--- config.mk ---
export PLATFORM = sky130hd
export DESIGN_NAME = bf_io_port
export DESIGN_NICKNAME = d
export VERILOG_FILES = /design/src/rtl/bf_io_port.sv
export SDC_FILE = /design/constraint.sdc
export NUM_CORES = 1
export LEC_CHECK = 0
export BUFFER_PORTS_ARGS = -buffer_cell sky130_fd_sc_hd__buf_2
export CAP_MARGIN = 20
export CORE_MARGIN = 3
export CORE_UTILIZATION = 60
export DETAILED_ROUTE_END_ITERATION = 7
export GPL_TIMING_DRIVEN = 0
export PLACE_DENSITY = 0.92
export SETUP_SLACK_MARGIN = 0.15
export SYNTH_ARGS = -nofsm -noshare
export SYNTH_HDL_FRONTEND = slang
export SYNTH_SLANG_ARGS = --single-unit
--- constraint.sdc ---
create_clock -name clk -period 6.1 [get_ports clk]
set_clock_uncertainty 0.05 [all_clocks]
set_input_delay 0.915 -clock clk [delete_from_list [all_inputs] [get_ports clk]]
set_output_delay 0.915 -clock clk [all_outputs]
set_load 0.01 [all_outputs]
--- src/rtl/bf_io_port.sv ---
// Byte-stream I/O port for the bf core: an output FIFO drained by the host and
// an input FIFO that serves the core's ',' requests one byte per request.
module bf_io_port #(
   parameter int         DEPTH    = 4,
   parameter int         AW       = 2,
   parameter logic [7:0] EOF_BYTE = 8'hFF
) (
   input  logic          clk,
   input  logic          rst,
   input  logic          core_out_valid,
   input  logic [7:0]    core_out_data,
   output logic          core_out_ready,
   input  logic          core_in_req,
   output logic          core_in_valid,
   output logic [7:0]    core_in_data,
   output logic          host_tx_valid,
   output logic [7:0]    host_tx_data,
   input  logic          host_tx_ready,
   input  logic          host_rx_valid,
   input  logic [7:0]    host_rx_data,
   output logic          host_rx_ready,
   input  logic          host_eof,
   output logic [AW:0]   out_count,
   output logic [AW:0]   in_count
);

   localparam logic [AW:0] FULL = (AW+1)'(DEPTH);

   localparam logic [1:0] S_IDLE  = 2'd0;
   localparam logic [1:0] S_GRANT = 2'd1;
   localparam logic [1:0] S_HOLD  = 2'd2;

   logic [7:0]    out_mem [0:DEPTH-1];
   logic [7:0]    in_mem  [0:DEPTH-1];
   logic [AW-1:0] out_wr, out_rd;
   logic [AW-1:0] in_wr, in_rd;
   logic [1:0]    state;

   logic out_push, out_pop, in_push, in_pop, in_eof_load;

   // Ready depends only on the current count, so a full FIFO refuses a push
   // even when a pop happens in the same cycle.
   assign core_out_ready = (out_count != FULL);
   assign host_tx_valid  = (out_count != '0);
   assign host_tx_data   = out_mem[out_rd];
   assign host_rx_ready  = (in_count != FULL);

   assign out_push    = core_out_valid && core_out_ready;
   assign out_pop     = host_tx_valid && host_tx_ready;
   assign in_push     = host_rx_valid && host_rx_ready;
   assign in_pop      = (state == S_IDLE) && core_in_req && (in_count != '0);
   assign in_eof_load = (state == S_IDLE) && core_in_req && (in_count == '0) && host_eof;

   assign core_in_valid = (state == S_GRANT);

   always_ff @(posedge clk) begin
      if (out_push) out_mem[out_wr] <= core_out_data;
      if (in_push)  in_mem[in_wr]   <= host_rx_data;
   end

   always_ff @(posedge clk or posedge rst) begin
      if (rst) begin
         out_wr    <= '0;
         out_rd    <= '0;
         out_count <= '0;
      end else begin
         if (out_push) out_wr <= out_wr + 1'b1;
         if (out_pop)  out_rd <= out_rd + 1'b1;
         case ({out_push, out_pop})
            2'b10:   out_count <= out_count + 1'b1;
            2'b01:   out_count <= out_count - 1'b1;
            default: out_count <= out_count;
         endcase
      end
   end

   always_ff @(posedge clk or posedge rst) begin
      if (rst) begin
         in_wr    <= '0;
         in_rd    <= '0;
         in_count <= '0;
      end else begin
         if (in_push) in_wr <= in_wr + 1'b1;
         if (in_pop)  in_rd <= in_rd + 1'b1;
         case ({in_push, in_pop})
            2'b10:   in_count <= in_count + 1'b1;
            2'b01:   in_count <= in_count - 1'b1;
            default: in_count <= in_count;
         endcase
      end
   end

   // HOLD waits for the request to drop so each ',' yields exactly one byte.
   always_ff @(posedge clk or posedge rst) begin
      if (rst) begin
         state        <= S_IDLE;
         core_in_data <= 8'h00;
      end else begin
         case (state)
            S_IDLE: begin
               if (in_pop) begin
                  core_in_data <= in_mem[in_rd];
                  state        <= S_GRANT;
               end else if (in_eof_load) begin
                  core_in_data <= EOF_BYTE;
                  state        <= S_GRANT;
               end
            end
            S_GRANT: state <= S_HOLD;
            S_HOLD:  if (!core_in_req) state <= S_IDLE;
            default: state <= S_IDLE;
         endcase
      end
   end

endmodule

==> impl_metrics.yaml <==
detailed_routing:
  detailedRoute.firstIterationViolations: 64
  antenna_left: 0
  dr.pass1.iters: 4
  wl_um: 5970
  drc_errors: 0
  via_per_inst: 5.54
  wl_per_cell_um: 18.8
  routed-via-count: 1763
cts:
  cts-buffers-inserted: 9
  max-clock-path-buffers: 2
  worstSkewPairLatency_ns: 0.34
  cts_resized: 0
  cts_tree: "built"
  clock_tree.htree_level_count: 3
  cts_sinks: 88
  post_cts_buffers: 0
  post_cts_hold_buffer_count: 0
  clkSlewWorstSetupHoldPaths_ns: 0.09
  clock-root-buffer: "sky130_fd_sc_hd__clkbuf_8"
synth:
  synth_async_sr_flop_share_pct: 27.3
  synth_commonest_cells: "64 x sky130_fd_sc_hd__edfxtp_1, 24 x sky130_fd_sc_hd__dfrtp_1, 16 x sky130_fd_sc_hd__mux4_2"
  yosys.area.top_type_share_pct: 54.5
  yosys_register_bits: 88
  count_of_warnings_emitted_by_yosys: 0
  synth.lib_cells_used.distinct: 29
  yosysTopAreaCell: "sky130_fd_sc_hd__edfxtp_1"
  sequential_share_of_the_synthesized_area_pct: 71.5
  postSynthNetCount: 218
  synthCells: 183
  post_synth_main_area_contributors: "sky130_fd_sc_hd__edfxtp_1 55%, sky130_fd_sc_hd__dfrtp_1 17%, sky130_fd_sc_hd__mux4_2 10%"
  synth.most_common_cell: "sky130_fd_sc_hd__edfxtp_1"
  synthesized_area_per_cell_um2: 19.3
  synth.cell_area_um2: 3530
  synth_edf_count: 64
  main_synth_ff_type: "sky130_fd_sc_hd__edfxtp_1"
layout:
  finalInstanceArea_um2: 4040
  syn_to_final_growth_pct: 14.6
  multi_input_comb_area_um2: 928
  diodes: 0
  drive_gt1_share_pct: 37.0
  final.fill_count: 355
  postLayoutCoreUtil_pct: 72.0
  layout.nets: 277
  seq_area_um2: 2520
  cell_count_final_fillers_out: 318
critical_path:
  timing.critical_path.slowest_stage_cell: "sky130_fd_sc_hd__mux4_2"
  critPathCaptureType: "output pin"
  critical_path_required_ns: 5.13
  critical_path.n_buffers_inverters: 2
  critPathTopFamily: "multiplexers"
  worst-setup-path-type: "reg -> out"
  critical-path-max-stage-delay_ns: 0.55
  crit_path_start_kind: "flip-flop"
  worst-path-max-fanout: 10
  cpMostUsedCell: "sky130_fd_sc_hd__buf_2"
  critical_path.cell_chain: "buf_2 > mux4_2 > buf_2"
  timing.critical_path.arrival_ns: 1.68
global_routing:
  gr-usage-all-layers_pct: 19.9
  grt_max_degree: 25
  grt_first_pass_wirelength_um: 9310
  antenna_found_initial: 0
  number_of_global_route_vias_before_repair: 1822
  grt_overflow_total: 0
job:
  maxCapViolations: 0
timing:
  tightest_slew_ns: 0.966
  final-max-slew-violation-count: 0
  rsz0062_at_grt: "false"
  setup_violations: 0
  max-slew-margin-rel_pct: 35.5
  totalNegativeSetupSlack_ns: 0
  final_min_period_over_clock_period_pct: 43.4
  setup_ws_ns: 3.45
  timing_hold_violations_final: 0
  achievable-frequency_mhz: 378
  period_needed_ns: 2.65
floorplan:
  fp.dieH_um: 82.7
  number_of_top_level_pins: 49
  start_util_pct: 62.9
  fp-row-count: 27
  fp.coreArea_um2: 5610
  x_dimension_of_the_die_um: 82.7
  dieArea_um2: 6830
place:
  placed_area_um2: 3860
  dp_worst_setup_slack_ns: 3.12
  instance_count_after_placement_with_tap_cells_included: 303
  port_buffers: 48
  dp_hpwl_um: 4160
  routabilityCongestion: 0.736
worst_hold_path:
  timing.hold.worst.class: "reg -> reg"
pwr:
  ir_worst_vdd_v: 0.000283
  cellLeakagePower_nw: 1.58
  power_density_nw_per_um2: 485
outcome:
  outcome: "completed"
## through the flow
step           hold WS (ns)  power (W)
3_5_place_dp          0.443    0.00161
4_1_cts               0.463    0.00199
3_3_place_gp          0.436    0.00157
5_1_grt               0.475    0.00209
6_report              0.458    0.00196
2_1_floorplan         0.453    0.00139
## sequential cells by signal (all words and copies together) (netlist names)
register      flops
out_rd            2
state             2
core_in_data      8
out_mem          32
in_wr             2
out_wr            2
out_count         3
in_count          3
in_rd             2
in_mem           32
## placed cells by master, fill, tap and decap left out, types with 2 or more instances in the layout
master	count
sky130_fd_sc_hd__or3b_4	2
sky130_fd_sc_hd__xnor2_1	7
sky130_fd_sc_hd__and3_2	4
sky130_fd_sc_hd__fa_1	2
sky130_fd_sc_hd__and3_1	4
sky130_fd_sc_hd__mux2i_1	2
sky130_fd_sc_hd__mux4_2	16
sky130_fd_sc_hd__edfxtp_1	64
sky130_fd_sc_hd__dfrtp_1	24
sky130_fd_sc_hd__buf_1	2
sky130_fd_sc_hd__buf_2	51
sky130_fd_sc_hd__and2_4	2
sky130_fd_sc_hd__clkinv_2	2
sky130_fd_sc_hd__xor2_1	5
sky130_fd_sc_hd__clkbuf_8	9
sky130_fd_sc_hd__ha_1	10
sky130_fd_sc_hd__o22a_1	8
sky130_fd_sc_hd__inv_1	14
sky130_fd_sc_hd__nor2_1	2
## power breakdown
| group | total (W) | internal [W] | switching (W) | leakage, nW |
|---|---|---|---|---|
| Clock | 0.000377 | 0.000187 | 0.000190 | 0.0925 |
| Combinational | 0.000677 | 0.000332 | 0.000346 | 0.627 |
| Sequential | 0.000907 | 0.000821 | 0.0000862 | 0.862 |
| Total | 0.00196 | 0.00134 | 0.000622 | 1.58 |
## worst reg2reg max path, delay by kind of cell (launching register included)
| family | cells | cell delay [ns] |
|---|---|---|
| adders and majority gates | 2 | 0.56 |
| and+or+nand+nor | 2 | 0.51 |
| DFF | 1 | 0.41 |
| AOI/OAI and AO/OA | 1 | 0.30 |
| xor gates and xnor gates | 2 | 0.29 |
| buffers and inverters | 2 | 0.17 |
## cell families after synthesis
| family | synth area share, % |
|---|---|
| AOI/OAI and AO/OA | 3.16 |
| xor gates and xnor gates | 2.98 |
| adders and majority gates | 4.68 |
| buffers and inverters | 2.13 |
| DFF | 71.5 |
| muxes | 11.5 |
| and+or+nand+nor | 3.97 |
## worst paths after layout
check                                     start               to  slack (ns)  cells past startpoint
worst max-delay path                  out_rd[0]  host_tx_data[6]        3.45                      3
worst min-delay path            core_in_data[0]  core_in_data[0]        0.46                      1
worst max register to register         state[1]      in_count[2]        3.72                      9
worst min register to register  core_in_data[0]  core_in_data[0]        0.46                      1
max in group asynchronous                   rst      in_count[2]        4.68                      2
min in group asynchronous                   rst         state[0]        0.73                      2
## per-layer routing
metal	up-vias	wire (um)	GRT usage, %	share of wire, %
li1	819	-	-	-
met1	890	2300	23.2	38
met2	47	3240	34.5	54
met3	7	345	5.86	5.8
met4	0	83	8.01	1.4
met5	-	0	0	0
## area by class of cell
class | count | share of cell area [%]
buffer | 5 | 0.557
clock buffer | 10 | 3.16
clock inverter | 5 | 1.39
inverter | 14 | 1.30
multi-input combinational | 76 | 23.0
sequential | 88 | 62.4
tap | 72 | 2.23
timing repair buffer | 48 | 5.95
Note: power is estimated with default switching activity, not from simulation.
